### config.mk
export PLATFORM = sky130hd
export DESIGN_NAME = addsub_share_arb
export DESIGN_NICKNAME = d
export VERILOG_FILES = /design/src/rtl/addsub_share_arb_pkg.sv /design/src/rtl/Add_Sub_Nbit.sv /design/src/rtl/addsub_share_arb_rr_arbiter.sv /design/src/rtl/addsub_share_arb.sv
export SDC_FILE = /design/constraint.sdc
export NUM_CORES = 1
export LEC_CHECK = 0
export CAP_MARGIN = 30
export CORE_MARGIN = 2
export CORE_UTILIZATION = 30
export CTS_BUF_LIST = sky130_fd_sc_hd__clkbuf_8
export DETAILED_ROUTE_END_ITERATION = 8
export GPL_TIMING_DRIVEN = 0
export PLACE_DENSITY_LB_ADDON = 0.1
export SKIP_LAST_GASP = 1
export SYNTH_ARGS = -nofsm -noshare
export SYNTH_HDL_FRONTEND = slang
export SYNTH_SLANG_ARGS = --single-unit
### constraint.sdc
create_clock -name clk -period 4.1 [get_ports clk]
set_input_delay 0.615 -clock clk [delete_from_list [all_inputs] [get_ports clk]]
set_output_delay 0.615 -clock clk [all_outputs]
set_load 0.02 [all_outputs]
### src/rtl/addsub_share_arb_pkg.sv
// rtl/addsub_share_arb_pkg.sv - shared constants and helpers for the shared add/sub arbiter
package addsub_share_arb_pkg;

    localparam int DEFAULT_N = 4;
    localparam int DEFAULT_R = 4;

    localparam logic OP_ADD = 1'b0;
    localparam logic OP_SUB = 1'b1;

    // Width of a requester index; never below one bit so ports stay legal.
    function automatic int id_width(input int r);
        return (r <= 2) ? 1 : $clog2(r);
    endfunction

endpackage

### src/rtl/Add_Sub_Nbit.sv
// rtl/Add_Sub_Nbit.sv - N-bit two's-complement add/subtract cell
//
// Ports:
//   a, b : N-bit operands
//   k    : 0 -> a + b, 1 -> a - b (b inverted, carry-in = k)
//   s    : N-bit wrapped result
module Add_Sub_Nbit #(
    parameter int N = 4
) (
    input  logic [N-1:0] a,
    input  logic [N-1:0] b,
    input  logic         k,
    output logic [N-1:0] s
);

    assign s = a + (b ^ {N{k}}) + N'(k);

endmodule

### src/rtl/addsub_share_arb_rr_arbiter.sv
// rtl/addsub_share_arb_rr_arbiter.sv - combinational round-robin grant selector
//
// Ports:
//   req     : per-requester request bits
//   ptr     : highest-priority index for this cycle
//   en      : grant enable; no grant when low
//   gnt     : one-hot grant
//   gnt_idx : index of the granted requester (0 when no grant)
module rr_arbiter
    import addsub_share_arb_pkg::*;
#(
    parameter int R   = DEFAULT_R,
    parameter int IDW = id_width(R)
) (
    input  logic [R-1:0]   req,
    input  logic [IDW-1:0] ptr,
    input  logic           en,
    output logic [R-1:0]   gnt,
    output logic [IDW-1:0] gnt_idx
);

    logic           found;
    logic [IDW:0]   sum;
    logic [IDW-1:0] idx;

    always_comb begin
        gnt     = '0;
        gnt_idx = '0;
        found   = 1'b0;
        sum     = '0;
        idx     = '0;
        for (int j = 0; j < R; j++) begin
            // ptr < R and j < R, so one conditional subtract gives (ptr + j) mod R
            sum = {1'b0, ptr} + (IDW+1)'(j);
            if (sum >= (IDW+1)'(R)) begin
                sum = sum - (IDW+1)'(R);
            end
            idx = sum[IDW-1:0];
            if (en && !found && req[idx]) begin
                found      = 1'b1;
                gnt[idx]   = 1'b1;
                gnt_idx    = idx;
            end
        end
    end

endmodule

### src/rtl/addsub_share_arb.sv
// rtl/addsub_share_arb.sv - round-robin sharing of one add/sub cell among R requesters
//
// Ports:
//   clk, rst_n          : clock, synchronous active-low reset
//   req_valid/req_ready : per-requester handshake (req_ready one-hot or zero)
//   req_a, req_b        : packed operands, requester i at [i*N +: N]
//   req_sub             : per-requester op select (OP_ADD / OP_SUB)
//   res_valid/res_ready : result handshake
//   res_data, res_id    : wrapped result and issuing requester
//   res_ovf             : signed overflow of the result
//   grant_cnt           : wrapping count of accepted operations
module addsub_share_arb
    import addsub_share_arb_pkg::*;
#(
    parameter int N   = DEFAULT_N,
    parameter int R   = DEFAULT_R,
    parameter int IDW = id_width(R)
) (
    input  logic           clk,
    input  logic           rst_n,
    input  logic [R-1:0]   req_valid,
    output logic [R-1:0]   req_ready,
    input  logic [R*N-1:0] req_a,
    input  logic [R*N-1:0] req_b,
    input  logic [R-1:0]   req_sub,
    output logic           res_valid,
    input  logic           res_ready,
    output logic [N-1:0]   res_data,
    output logic [IDW-1:0] res_id,
    output logic           res_ovf,
    output logic [15:0]    grant_cnt
);

    logic [IDW-1:0] ptr;
    logic [R-1:0]   gnt;
    logic [IDW-1:0] gnt_idx;
    logic           can_accept;
    logic           xfer;
    logic [N-1:0]   a_sel;
    logic [N-1:0]   b_sel;
    logic           sub_sel;
    logic [N-1:0]   b_eff;
    logic [N-1:0]   sum;
    logic           ovf;
    logic [IDW-1:0] ptr_next;

    // Single output stage: accept only when the register is empty or draining.
    assign can_accept = !res_valid || res_ready;

    rr_arbiter #(
        .R   (R),
        .IDW (IDW)
    ) u_arb (
        .req     (req_valid),
        .ptr     (ptr),
        .en      (can_accept && rst_n),
        .gnt     (gnt),
        .gnt_idx (gnt_idx)
    );

    assign req_ready = gnt;
    assign xfer      = |gnt;

    always_comb begin
        a_sel   = '0;
        b_sel   = '0;
        sub_sel = OP_ADD;
        for (int i = 0; i < R; i++) begin
            if (gnt_idx == IDW'(i)) begin
                a_sel   = req_a[i*N +: N];
                b_sel   = req_b[i*N +: N];
                sub_sel = req_sub[i];
            end
        end
    end

    Add_Sub_Nbit #(
        .N (N)
    ) u_addsub (
        .a (a_sel),
        .b (b_sel),
        .k (sub_sel),
        .s (sum)
    );

    // Overflow: effective operands share a sign but the result does not.
    assign b_eff = (sub_sel == OP_SUB) ? ~b_sel : b_sel;
    assign ovf   = (a_sel[N-1] == b_eff[N-1]) && (sum[N-1] != a_sel[N-1]);

    assign ptr_next = (gnt_idx == IDW'(R-1)) ? '0 : gnt_idx + IDW'(1);

    always_ff @(posedge clk) begin
        if (!rst_n) begin
            res_valid <= 1'b0;
            res_data  <= '0;
            res_id    <= '0;
            res_ovf   <= 1'b0;
            grant_cnt <= '0;
            ptr       <= '0;
        end else if (xfer) begin
            res_valid <= 1'b1;
            res_data  <= sum;
            res_id    <= gnt_idx;
            res_ovf   <= ovf;
            grant_cnt <= grant_cnt + 16'd1;
            ptr       <= ptr_next;
        end else if (res_ready) begin
            res_valid <= 1'b0;
        end
    end

endmodule

Word level (Yosys, flattened, before mapping):

Cells that the tools add are included.

* add/sub/neg operators: 11
* magnitude comparators: 12
* equality and inequality tests: 5
* mux-type cells: 47
* bitwise gates (word level): 5
* reduce and logical (&&, ||, !) cells: 21

Operators with widths (count)
* $mux 4: 13
* $mux 2: 9
* $mux 1: 17
* $add 16x1->16 const B: 1
* $logic_and 1x1->1: 13
* $lt 2x3->1 const B: 4
* $or 4x4->4: 3
* $ge 3x3->1 const B: 3
* $bmux 1 s2: 4
* $demux 1 s2: 4
* $ge 2x1->1 const B: 4
* $sub 2x1->2 const B: 4
* $add 2x2->3 const B: 2
* $add 4x1->4: 1
* $add 4x4->4: 1
* $eq 2x2->1 const B: 2
* $logic_not 1->1: 4
* $not 4->4: 1
* $reduce_or 4->1: 1
* $xor 4x4->4: 1
* $add 2x1->3 const B: 1
* $ge 2x3->1 const B: 1
* $add 2x1->2 const B: 1
* $eq 2x1->1 const B: 1
* 5 further kinds: 5

* flip-flop bits (word level): 26
* bits of input ports: 43
* output and inout port bits: 28
* logic and storage cells: 107

Longest topological paths before layout:

Gate-level depths: netlist of the first run.

* word-level depth: 28
* mapped depth: 22
* depth with buffers taken out: 20

Modules after synthesis:

A second synthesis of the first run with hierarchy kept.

* cells, all modules: 260
* area, all modules: 2150.8 µm²

By module, submodules not included
* addsub_share_arb: times used 1, cells each 184, area an instance 1468.9 µm², seq. area each 520.5 µm²
* rr_arbiter: times used 1, cells each 63, area an instance 531.8 µm², seq. area each 0.0 µm²
* Add_Sub_Nbit: times used 1, cells each 13, area an instance 150.1 µm², seq. area each 0.0 µm²

Worst setup path after synthesis of the first run:

OpenSTA, ideal clock, no wires.

* kind: flip-flop to flip-flop
* start: register ptr[0]
* end: register res_ovf
* library setup time: 0.074 ns
* data arrival time: 4.363 ns
* required time: 4.026 ns
* slack: -0.338 ns
* cell stages (with the launch flop): 22
* path buffers: 3
* clock period less this slack: 4.438 ns
* cell sequence: dfxtp_1 > buf_4 > inv_1 > ha_1 > buf_6 > mux4_2 > clkinv_2 > a21oi_1 > a211oi_1 > ha_1 > clkbuf_1 > nor2_1 > a21oi_1 > nor2_1 > a21oi_1 > o21ai_0 > xor2_1 > ha_1 > a21oi_1 > o21ai_0 > or3_1 > a31oi_1

* cells in the longest elaborated chain, start to end: 28
* elaborated cells on any way between the ends: 92
* those cells by class: add/sub: 9; order compare: 12; eq/ne: 5; mux: 44; bitwise: 5; reduce/logical: 17

RTL lines
* from (decl): RTL line addsub_share_arb.sv:34 `logic [IDW-1:0] ptr;`
* from (signal assigned): RTL line addsub_share_arb.sv:106 `ptr <= ptr_next;`
* $ge 2x3->1 or $sub 2x1->2 (tied branches): RTL line addsub_share_arb_rr_arbiter.sv:35, addsub_share_arb_rr_arbiter.sv:36
* $mux 2: RTL line addsub_share_arb_rr_arbiter.sv:35 `if (sum >= (IDW+1)'(R)) begin`
* $bmux 1 s2: RTL line addsub_share_arb_rr_arbiter.sv:39 `if (en && !found && req[idx]) begin`
* $mux 1 (implied by the code): RTL line addsub_share_arb_rr_arbiter.sv:39
* $logic_and 1x1->1: RTL line addsub_share_arb_rr_arbiter.sv:39
* $mux 1: RTL line addsub_share_arb_rr_arbiter.sv:39
* $logic_not 1->1: RTL line addsub_share_arb_rr_arbiter.sv:39
* $logic_and 1x1->1 (2 in series): RTL line addsub_share_arb_rr_arbiter.sv:39
* [... 9 more ...]
* net gnt_idx[0]: RTL line addsub_share_arb.sv:36 `logic [IDW-1:0] gnt_idx;`
* $logic_not 2->1: RTL line addsub_share_arb.sv:69 `if (gnt_idx == IDW'(i)) begin`
* $mux 4 or $mux 1 (tied branches) (4 in series): RTL line addsub_share_arb.sv:69
* $xor 4x4->4: RTL line Add_Sub_Nbit.sv:16 `assign s = a + (b ^ {N{k}}) + N'(k);`
* $add 4x4->4: RTL line Add_Sub_Nbit.sv:16
* $add 4x1->4: RTL line Add_Sub_Nbit.sv:16
* $ne 1x1->1: RTL line addsub_share_arb.sv:88 `assign ovf = (a_sel[N-1] == b_eff[N-1]) && (sum[N-1] != a_sel[N-1]);`
* $logic_and 1x1->1 *: RTL line addsub_share_arb.sv:88
* to (signal assigned): RTL line addsub_share_arb.sv:104 `res_ovf <= ovf;`
* to (decl): RTL line addsub_share_arb.sv:30 `output logic res_ovf,`

Mark *: on every way through the listed nets, which the timed path passes. The rest lies on a longest branch. The select of a mux whose other input is x is not followed.
A chain may end at the register's enable or synchronous reset.

Worst setup path in the final report of the first run:

* start: register ptr[0]
* end: register res_data[2]

* cells in the longest elaborated chain, start to end: 26
* elaborated cells on any way between the ends: 87
* those cells by class: add/sub: 9; order compare: 12; eq/ne: 3; mux: 43; bitwise: 4; reduce/logical: 16

RTL lines
* $ge 2x3->1 or $sub 2x1->2 (tied branches): RTL line addsub_share_arb_rr_arbiter.sv:35, addsub_share_arb_rr_arbiter.sv:36
* $mux 2: RTL line addsub_share_arb_rr_arbiter.sv:35
* $bmux 1 s2: RTL line addsub_share_arb_rr_arbiter.sv:39
* $mux 1 (implied by the code): RTL line addsub_share_arb_rr_arbiter.sv:39
* $logic_and 1x1->1: RTL line addsub_share_arb_rr_arbiter.sv:39
* $mux 1: RTL line addsub_share_arb_rr_arbiter.sv:39
* $logic_not 1->1: RTL line addsub_share_arb_rr_arbiter.sv:39
* $logic_and 1x1->1 (2 in series): RTL line addsub_share_arb_rr_arbiter.sv:39
* [... 6 more ...]
* $logic_and 1x1->1 (2 in series): RTL line addsub_share_arb_rr_arbiter.sv:39
* $mux 2 *: RTL line addsub_share_arb_rr_arbiter.sv:39
* net gnt_idx[0]: RTL line addsub_share_arb.sv:36
* $logic_not 2->1: RTL line addsub_share_arb.sv:69
* $mux 4 or $mux 1 (tied branches) (4 in series): RTL line addsub_share_arb.sv:69
* $xor 4x4->4: RTL line Add_Sub_Nbit.sv:16
* $add 4x4->4: RTL line Add_Sub_Nbit.sv:16
* $add 4x1->4 *: RTL line Add_Sub_Nbit.sv:16
* to (signal assigned): RTL line addsub_share_arb.sv:102 `res_data <= sum;`
* to (decl): RTL line addsub_share_arb.sv:28 `output logic [N-1:0] res_data,`

Marked as above.

==> impl_summary.txt, run 1 <==
----------------------------------------------------
[Worst hold path]
  Worst hold path type ... flip-flop to flip-flop

[Die]
  FP Rows ... 29
  Starting utilization of the core area ... 31.23%
  Die span in y ... 85.77 um
  Core outline area ... 0.006422 mm2
  Die area ... 0.007356 mm2
  Overall die width ... 85.77 um
  Top-level I/O count ... 71

[Pwr]
  Maximum ir drop on the vdd rail ... 487.3 uV
  Leakage power of the design ... 1.187 nW
  NetSw ... 983.3 uW
  Power density over the cells ... 722.7 mW/mm2
  Part of the power in combinational logic ... 75.9%
  Relative contribution of sequential cells to total power ... 14.5%
  Final Total Pwr ... 2.240 mW
  Fraction of power spent switching nets ... 43.90%
  Part of the total power dissipated in the clock network ... 9.6%
  Internal portion of total power ... 1.257 mW

[Synthesis]
  Avg Synthesized Cell Area ... 8.023 um2
  Synthesis warning total ... 0
  Count of flip-flops with a built-in enable after synthesis ... 0
  Net count of the mapped netlist ... 305
  Fraction of the mapped netlist area in simple logic gates ... 24.70%
  Adder-Cell Fraction of Synth Area ... 7.860%
  Cell variety after synth ... 51
  Synth Cell Area ... 0.002006 mm2
  Cell types with the largest area share after synthesis ... dfxtp_1 26%, ha_1 6.9%, nand2_1 5.4%
  Main combinational cell family by area after synthesis ... simple AND/OR/NAND/NOR gates
  Sequential area share after synthesis ... 25.95%
  Total of flip-flops plus latches after synthesis ... 26
  Multiplexer share of the synthesized area ... 6.550%
  Share of flip-flops with an asynchronous set or reset after synthesis ... 0%
  Commonest register cell after synthesis ... dfxtp_1
  Synthesized-area fraction occupied by ao, oa, aoi and oai cells ... 21.83%
  Most frequent cells after synthesis ... 29 x nand2_1, 26 x dfxtp_1, 21 x nor2_1, 14 x a21oi_1
  Post-synthesis share of cell area spent on xor and xnor gates ... 7.860%
  Fraction of synthesized cell area taken by the top area cell type ... 25.95%
  Library cell with the highest instance count after synthesis ... nand2_1
  Area leader, netlist ... dfxtp_1
  Cells after synthesis ... 250

[Critical path]
  Category of the most critical setup path ... flip-flop to flip-flop
  Worst path max stage delay ... 0.41 ns
  Count of buffering cells on the critical path with inverters included ... 5
  Worst-path maximum fanout ... 8
  Most prevalent standard cell on the critical path ... buf_4
  Cell class contributing the biggest share of worst-path delay ... compound AO/OA/AOI/OAI gates
  Data arrival time of the worst path ... 4.10 ns
  Critical path data required time ... 4.31 ns
  Kind of end point of the critical path ... flip-flop
  Critical-path cell list ... buf_6, inv_4, ha_4, mux2_2, a32o_2, a211oi_2, a211oi_2, buf_4, ha_4, buf_4, nor2b_4, a22oi_2, nor2_1, a21oi_1, nor2_1, a21oi_2, buf_4, xor2_1, fa_1, xnor2_1, nand2_1, a21boi_0
  Startpoint type of the worst setup path ... flip-flop
  Slowest cell on the critical path ... fa_1

[Route]
  Detailed Route Iter0 Violations ... 72
  DRC violations left ... 1
  Average routed wire per standard cell ... 13.44 um
  Total routed wirelength ... 5.550 mm
  Detail-routed via count per cell ... 4.954
  Antenna-violating nets left ... 0
  Via count ... 2046
  TritonRoute pass-1 iters ... 9

[Final layout]
  Final Net Count ... 392
  Area delta synth->final ... 54.52%
  Diodes inserted ... 0
  Non-filler instance count after layout ... 413
  Fraction of final layout cells sized beyond drive strength 1 ... 16.67%

[Global route]
  Global route total overflow ... 0
  Maximum number of pins on one net before global-route repair ... 16
  Global-route wire length before repair ... 9.266 mm
  Number of antenna violations at the first check in global routing ... 0
  Aggregate global-route resource usage ... 15.36%
  Vias in the first global route ... 2001

[Clock tree]
  CTS sink count ... 26
  Worst-skew pair later-pin latency ... 0.27 ns
  Max Root-Sink Buffers ... 2
  Total clock buffers created by CTS ... 3
  Count of H-tree levels built during CTS ... 1
  CTS tree ... done
  Clock-pin slew on the worst setup and hold paths ... 0.09 ns
  Master cell of the clock root buffer ... clkbuf_8

[Run status]
  Failing checks ... DRC
  Run status ... finished, violations left

[STA]
  Accumulated negative setup slack ... 0 ns
  Final-report hold violation count ... 0
  Fraction of the cycle the final worst path needs ... 94.94%
  Worst Slack Setup Final ... 0.2073 ns
  Final slew viol count ... 0
  Hold slack ... 0.4702 ns
  Post-route minimum period ... 3.893 ns
  Pin slew with the least headroom to its limit ... 0.4417 ns
  Slew margin rel. ... 70.56%
  Final setup skew ... 0.004388 ns
  Finish-stage setup viols ... 0
  Achievable frequency ... 0.2569 GHz

[Place]
  DP Cell Count ... 396
  Detailed Place HPWL ... 4.189 mm
  Gp weighted congestion ... 0.8048
  Post-placement worst setup slack ... -0.5674 ns
  Input/output buffers ... 69

[Run]
  Number of maximum-capacitance violations ... 0

----------------------------------------------------
final cells by class:
class	instances	area, um2
Inverter	11	45.04
Clock inverter	1	30.03
Sequential cell	26	525.5
Tap cell	77	96.34
Clock buffer	3	41.29
Multi-Input combinational cell	202	1495
Timing Repair Buffer	83	790.8
Buffer	10	75.07
Fill cell	657	3323
state kept, by name (all words and copies together) (netlist names):
signal and flops:
res_valid 1, res_id 2, res_data 4, res_ovf 1, grant_cnt 16, ptr 2
power by group through the flow:
stage | clock network (mW) | logic (mW) | registers (mW)
2_1_floorplan | 0 | 1.03 | 0.364
3_5_place_dp | 0 | 1.42 | 0.334
5_1_grt | 0.230 | 1.88 | 0.330
3_3_place_gp | 0 | 1.41 | 0.335
6_report | 0.214 | 1.70 | 0.325
4_1_cts | 0.220 | 1.59 | 0.325
routing by layer:
metal	global-route usage (%)	up-vias	part of all wire (%)
met5	0	-	0
met3	3.080	2	3.9
met1	21.48	938	50
met2	25.00	38	45
li1	-	1068	-
met4	2.309	0	0.52
layout by cell type, fill, tap and decap left out, drive strengths merged, types with 5 or more instances in the layout:
cell type / n
clkdlybuf4s50: 65
nand2: 29
dfxtp: 26
nor2: 21
buf: 20
a21oi: 14
o21ai: 13
and2: 12
xnor2: 12
ha: 11
inv: 10
a22oi: 9
nand3: 7
clkbuf: 7
xor2: 6
a21boi: 6
nand4: 6
mux2i: 6
nor2b: 5
tightest hold or removal path: stages, from the launching register on:
cell	delay, ns
dfxtp_1	0.32
nand2_1	0.05
a21boi_0	0.06
kinds of logic after synthesis:
logic type               Yosys count
AO/OA/AOI/OAI                     65
XOR/XNOR                          18
adder cells (fa/ha/maj)           12
buffers and inverters             22
flip-flops                        26
multiplexers                      10
AND/OR/NAND/NOR                   97
final timing paths:
| path | start | end | slack (ns) | cells past startpoint |
|---|---|---|---|---|
| max | ptr[0]$_SDFFE_PN0P_ | res_data[2]$_SDFFE_PN0P_ | 0.21 | 22 |
| min | res_id[1]$_SDFFE_PN0P_ | res_id[1]$_SDFFE_PN0P_ | 0.47 | 2 |
| max reg2reg | ptr[0]$_SDFFE_PN0P_ | res_data[2]$_SDFFE_PN0P_ | 0.21 | 22 |
| min reg2reg | res_id[1]$_SDFFE_PN0P_ | res_id[1]$_SDFFE_PN0P_ | 0.47 | 2 |
stage by stage:
step,util [%],cell area [um2]
after floorplan,-,2033
after global placement,43.91,2820
after detailed placement,43.91,2820
after CTS,47.46,3048
after global routing,48.26,3099
final,48.26,3099
what timing repair did:
item	in CTS	in global routing
resized for setup	27	9
setup buffers	9	5
hold endpoints to repair	0	0
pin swaps	5	11
hold buffers	0	0
setup endpoints to repair	4	4
(Power assumes the default switching activity.)
==> inputs of run 2 (changes only) <==
--- a/config.mk
+++ b/config.mk
@@ -11,7 +11,6 @@
 export CTS_BUF_LIST = sky130_fd_sc_hd__clkbuf_8
 export DETAILED_ROUTE_END_ITERATION = 8
 export GPL_TIMING_DRIVEN = 0
-export PLACE_DENSITY_LB_ADDON = 0.1
 export SKIP_LAST_GASP = 1
 export SYNTH_ARGS = -nofsm -noshare
 export SYNTH_HDL_FRONTEND = slang
==> impl_summary.txt, run 2 (synthesized netlist as in run 1, its figures left out) <==
----------------------------------------------------
[Critical path]
  Startpoint type of the worst setup path ... flip-flop (unchanged)
  Critical path data required time ... 4.30 ns (was 4.31 ns)
  Kind of end point of the critical path ... flip-flop (unchanged)
  Worst path max stage delay ... 0.57 ns (was 0.41 ns)
  Slowest cell on the critical path ... mux4_2 (was fa_1)
  Capture instance of the worst register-to-register path ... res_ovf$_SDFFE_PN0P_ (was res_data[2]$_SDFFE_PN0P_)
  Critical-path cell list ... inv_4, ha_4, buf_6, mux4_2, inv_4, a21oi_4, a211oi_4, inv_2, ha_4, nand2_2, nor2_2, a21oi_1, nor2_1, a21oi_1, o21ai_1, xor2_1, ha_1, a21oi_2, o21ai_2, or3_1, a31oi_1 (was buf_6, inv_4, ha_4, mux2_2, a32o_2, a211oi_2, a211oi_2, buf_4, ha_4, buf_4, nor2b_4, a22oi_2, nor2_1, a21oi_1, nor2_1, a21oi_2, buf_4, xor2_1, fa_1, xnor2_1, nand2_1, a21boi_0)
  RR Startpoint ... ptr[1]$_SDFFE_PN0P_ (was ptr[0]$_SDFFE_PN0P_)
  Worst Reg2Reg Path Length in Cells ... 21 (was 22)
  Category of the most critical setup path ... flip-flop to flip-flop (unchanged)
  Worst-path maximum fanout ... 6 (was 8)
  Data arrival time of the worst path ... 4.12 ns (was 4.10 ns)
  Setup slack of the most critical reg-to-reg path ... 0.19 ns (was 0.21 ns)

[Global route]
  Aggregate global-route resource usage ... 15.55% (was 15.36%)
  Number of antenna violations at the first check in global routing ... 0 (unchanged)
  Vias in the first global route ... 2049 (was 2001)
  Maximum number of pins on one net before global-route repair ... 15 (was 16)
  Global-route wire length before repair ... 9.487 mm (was 9.266 mm)
  Global route total overflow ... 0 (unchanged)

[Final layout]
  Area delta synth->final ... 59.20% (was 54.52%)
  Fillers ... 632 (was 657)
  Most common cell after layout, fill and taps aside ... clkdlybuf4s50_1 (unchanged)
  Flip-flop count of the largest register, all copies and words added ... 16 (unchanged)
  Final Net Count ... 399 (was 392)
  Non-filler instance count after layout ... 420 (was 413)
  Largest registers ranked by flip-flop count ... grant_cnt (16), res_data (4) (unchanged)
  Diodes inserted ... 0 (unchanged)
  Fraction of final layout cells sized beyond drive strength 1 ... 19.24% (was 16.67%)
  Largest Register ... grant_cnt (unchanged)
  Top library cells by usage in the layout, fill and taps aside ... 65 x clkdlybuf4s50_1, 28 x nand2_1, 24 x dfxtp_1 (unchanged)

[Worst hold path]
  Launch instance of the worst min-delay path ... res_id[1]$_SDFFE_PN0P_ (unchanged)
  WHS Endpoint ... res_id[1]$_SDFFE_PN0P_ (unchanged)
  Worst Hold Path Cells ... 2 (unchanged)
  Worst hold path type ... flip-flop to flip-flop (unchanged)

[STA]
  Hold slack ... 0.4663 ns (was 0.4702 ns)
  Final setup skew ... 0.0008808 ns (was 0.004388 ns)
  Post-route minimum period ... 3.914 ns (was 3.893 ns)
  Pin slew with the least headroom to its limit ... 0.4491 ns (was 0.4417 ns)
  Setup repair after global routing missed its margin ... yes
  Finish-stage setup viols ... 0 (unchanged)
  Final-report hold violation count ... 0 (unchanged)
  Slew margin rel. ... 69.78% (was 70.56%)
  Fraction of the cycle the final worst path needs ... 95.48% (was 94.94%)
  Achievable frequency ... 0.2555 GHz (was 0.2569 GHz)
  Final slew viol count ... 0 (unchanged)

[Place]
  DP Cell Count ... 396 (unchanged)
  Input/output buffers ... 69 (unchanged)
  Gp weighted congestion ... 0.7594 (was 0.8048)
  Detailed Place HPWL ... 4.165 mm (was 4.189 mm)

[Die]
  Overall die width ... 85.77 um (unchanged)
  Die area ... 0.007356 mm2 (unchanged)
  FP Rows ... 29 (unchanged)
  Core outline area ... 0.006422 mm2 (unchanged)
  Top-level I/O count ... 71 (unchanged)
  Starting utilization of the core area ... 31.23% (unchanged)
  Die span in y ... 85.77 um (unchanged)

[Route]
  TritonRoute pass-1 iters ... 6 (was 9)
  Average routed wire per standard cell ... 13.37 um (was 13.44 um)
  Via count ... 2133 (was 2046)
  DRC violations left ... 0 (was 1)
  Detail-routed via count per cell ... 5.079 (was 4.954)
  Antenna-violating nets left ... 0 (unchanged)
  Total routed wirelength ... 5.617 mm (was 5.550 mm)
  Detailed Route Iter0 Violations ... 69 (was 72)

[Run status]
  Run status ... finished, final reports clean (was finished, violations left)

[Clock tree]
  CTS tree ... done (unchanged)
  CTS sink count ... 26 (unchanged)
  Count of H-tree levels built during CTS ... 1 (unchanged)
  Master cell of the clock root buffer ... clkbuf_8 (unchanged)
  Clock-pin slew on the worst setup and hold paths ... 0.08 ns (was 0.09 ns)
  Total clock buffers created by CTS ... 3 (unchanged)
  Number of hold-repair buffers added at the cts stage ... 0 (unchanged)
  Worst-skew pair later-pin latency ... 0.27 ns (about the same)
  Max Root-Sink Buffers ... 2 (unchanged)

[Pwr]
  Leakage power of the design ... 1.236 nW (was 1.187 nW)
  Maximum ir drop on the vdd rail ... 399.6 uV (was 487.3 uV)
  Power density over the cells ... 717.2 mW/mm2 (was 722.7 mW/mm2)

[Run]
  Number of maximum-capacitance violations ... 0 (unchanged)

----------------------------------------------------
run 2: cell types whose count changed in the layout (fill, tap and decap cells not counted), moves of 2 or more:
| cell | before | now |
|---|---|---|
| buf_4 | 14 | 20 |
| dlygate4sd2_1 | 4 | 2 |
| dlymetal6s2s_1 | 0 | 2 |
| clkbuf_8 | 3 | 5 |
run 2: worst max-delay path by stage:
| stage | to | from | cells after the start | slack, ns |
|---|---|---|---|---|
| global route | res_data[2]$_SDFFE_PN0P_ | ptr[1]$_SDFFE_PN0P_ | 22 | -0.06 |
| finish | res_ovf$_SDFFE_PN0P_ | ptr[1]$_SDFFE_PN0P_ | 21 | 0.19 |
| global placement | res_ovf$_SDFFE_PN0P_ | req_valid[3] | 16 | -0.55 |
| detailed placement | res_ovf$_SDFFE_PN0P_ | req_valid[3] | 16 | -0.61 |
| CTS | res_ovf$_SDFFE_PN0P_ | ptr[0]$_SDFFE_PN0P_ | 22 | 0.007 |
| floorplan | res_ovf$_SDFFE_PN0P_ | ptr[0]$_SDFFE_PN0P_ | 21 | 0.03 |
run 2: stage by stage:
| stage | total power, mW | instance area [um2] | utilization [%] | setup WS (ns) | TNS (ns) |
|---|---|---|---|---|---|
| after detailed placement | 1.751 | 2820 | 43.91 | -0.6098 | -1.665 |
| after floorplan | 1.397 | 2033 | - | 0.03163 | 0 |
| final | 2.290 | 3193 | 49.72 | 0.1855 | 0 |
| after CTS | 2.105 | 3029 | 47.17 | 0.006553 | 0 |
| after global routing | 2.519 | 3193 | 49.72 | -0.06489 | -0.1052 |
| after global placement | 1.736 | 2820 | 43.91 | -0.5521 | -1.439 |
run 2: layout make-up:
| class | count | area (um2) | share of cell area, % |
|---|---|---|---|
| repair buffers | 90 | 863.3 | 27.04 |
| flip-flops and latches | 26 | 528.0 | 16.54 |
| well taps | 77 | 96.34 | 3.017 |
| multi-input cells | 202 | 1521 | 47.65 |
| clock buffers | 4 | 55.05 | 1.724 |
| inverters | 11 | 51.30 | 1.607 |
| plain buffers | 10 | 77.57 | 2.429 |
run 2: metal layers:
metal / part of all wire, % / global-route usage [%]
met4: 0 / 2.020
met2: 50 / 26.70
met1: 47 / 21.28
met5: 0 / 0
met3: 3.5 / 2.214
run 2: power by group:
| group | leakage (nW) | switching (mW) | internal (mW) |
|---|---|---|---|
| registers | 0.213 | 0.0376 | 0.299 |
| clock network | 0.0288 | 0.0766 | 0.0858 |
| logic | 0.995 | 0.906 | 0.885 |
run 2: critical path, delay by kind of cell (launching register included):
| kind | cells | cell delay [ns] |
|---|---|---|
| AO/OA/AOI/OAI | 8 | 1.08 |
| XOR/XNOR | 1 | 0.14 |
| adder cells (fa/ha/maj) | 3 | 0.81 |
| buffers and inverters | 4 | 0.37 |
| flip-flops | 1 | 0.39 |
| multiplexers | 1 | 0.57 |
| AND/OR/NAND/NOR | 4 | 0.48 |
run 2: what timing repair did:
action / CTS / global route
pin swaps: 5 / 10
gates resized for setup: 27 / 19
endpoints found under the setup margin: 4 / 4
buffers inserted: 9 / 13
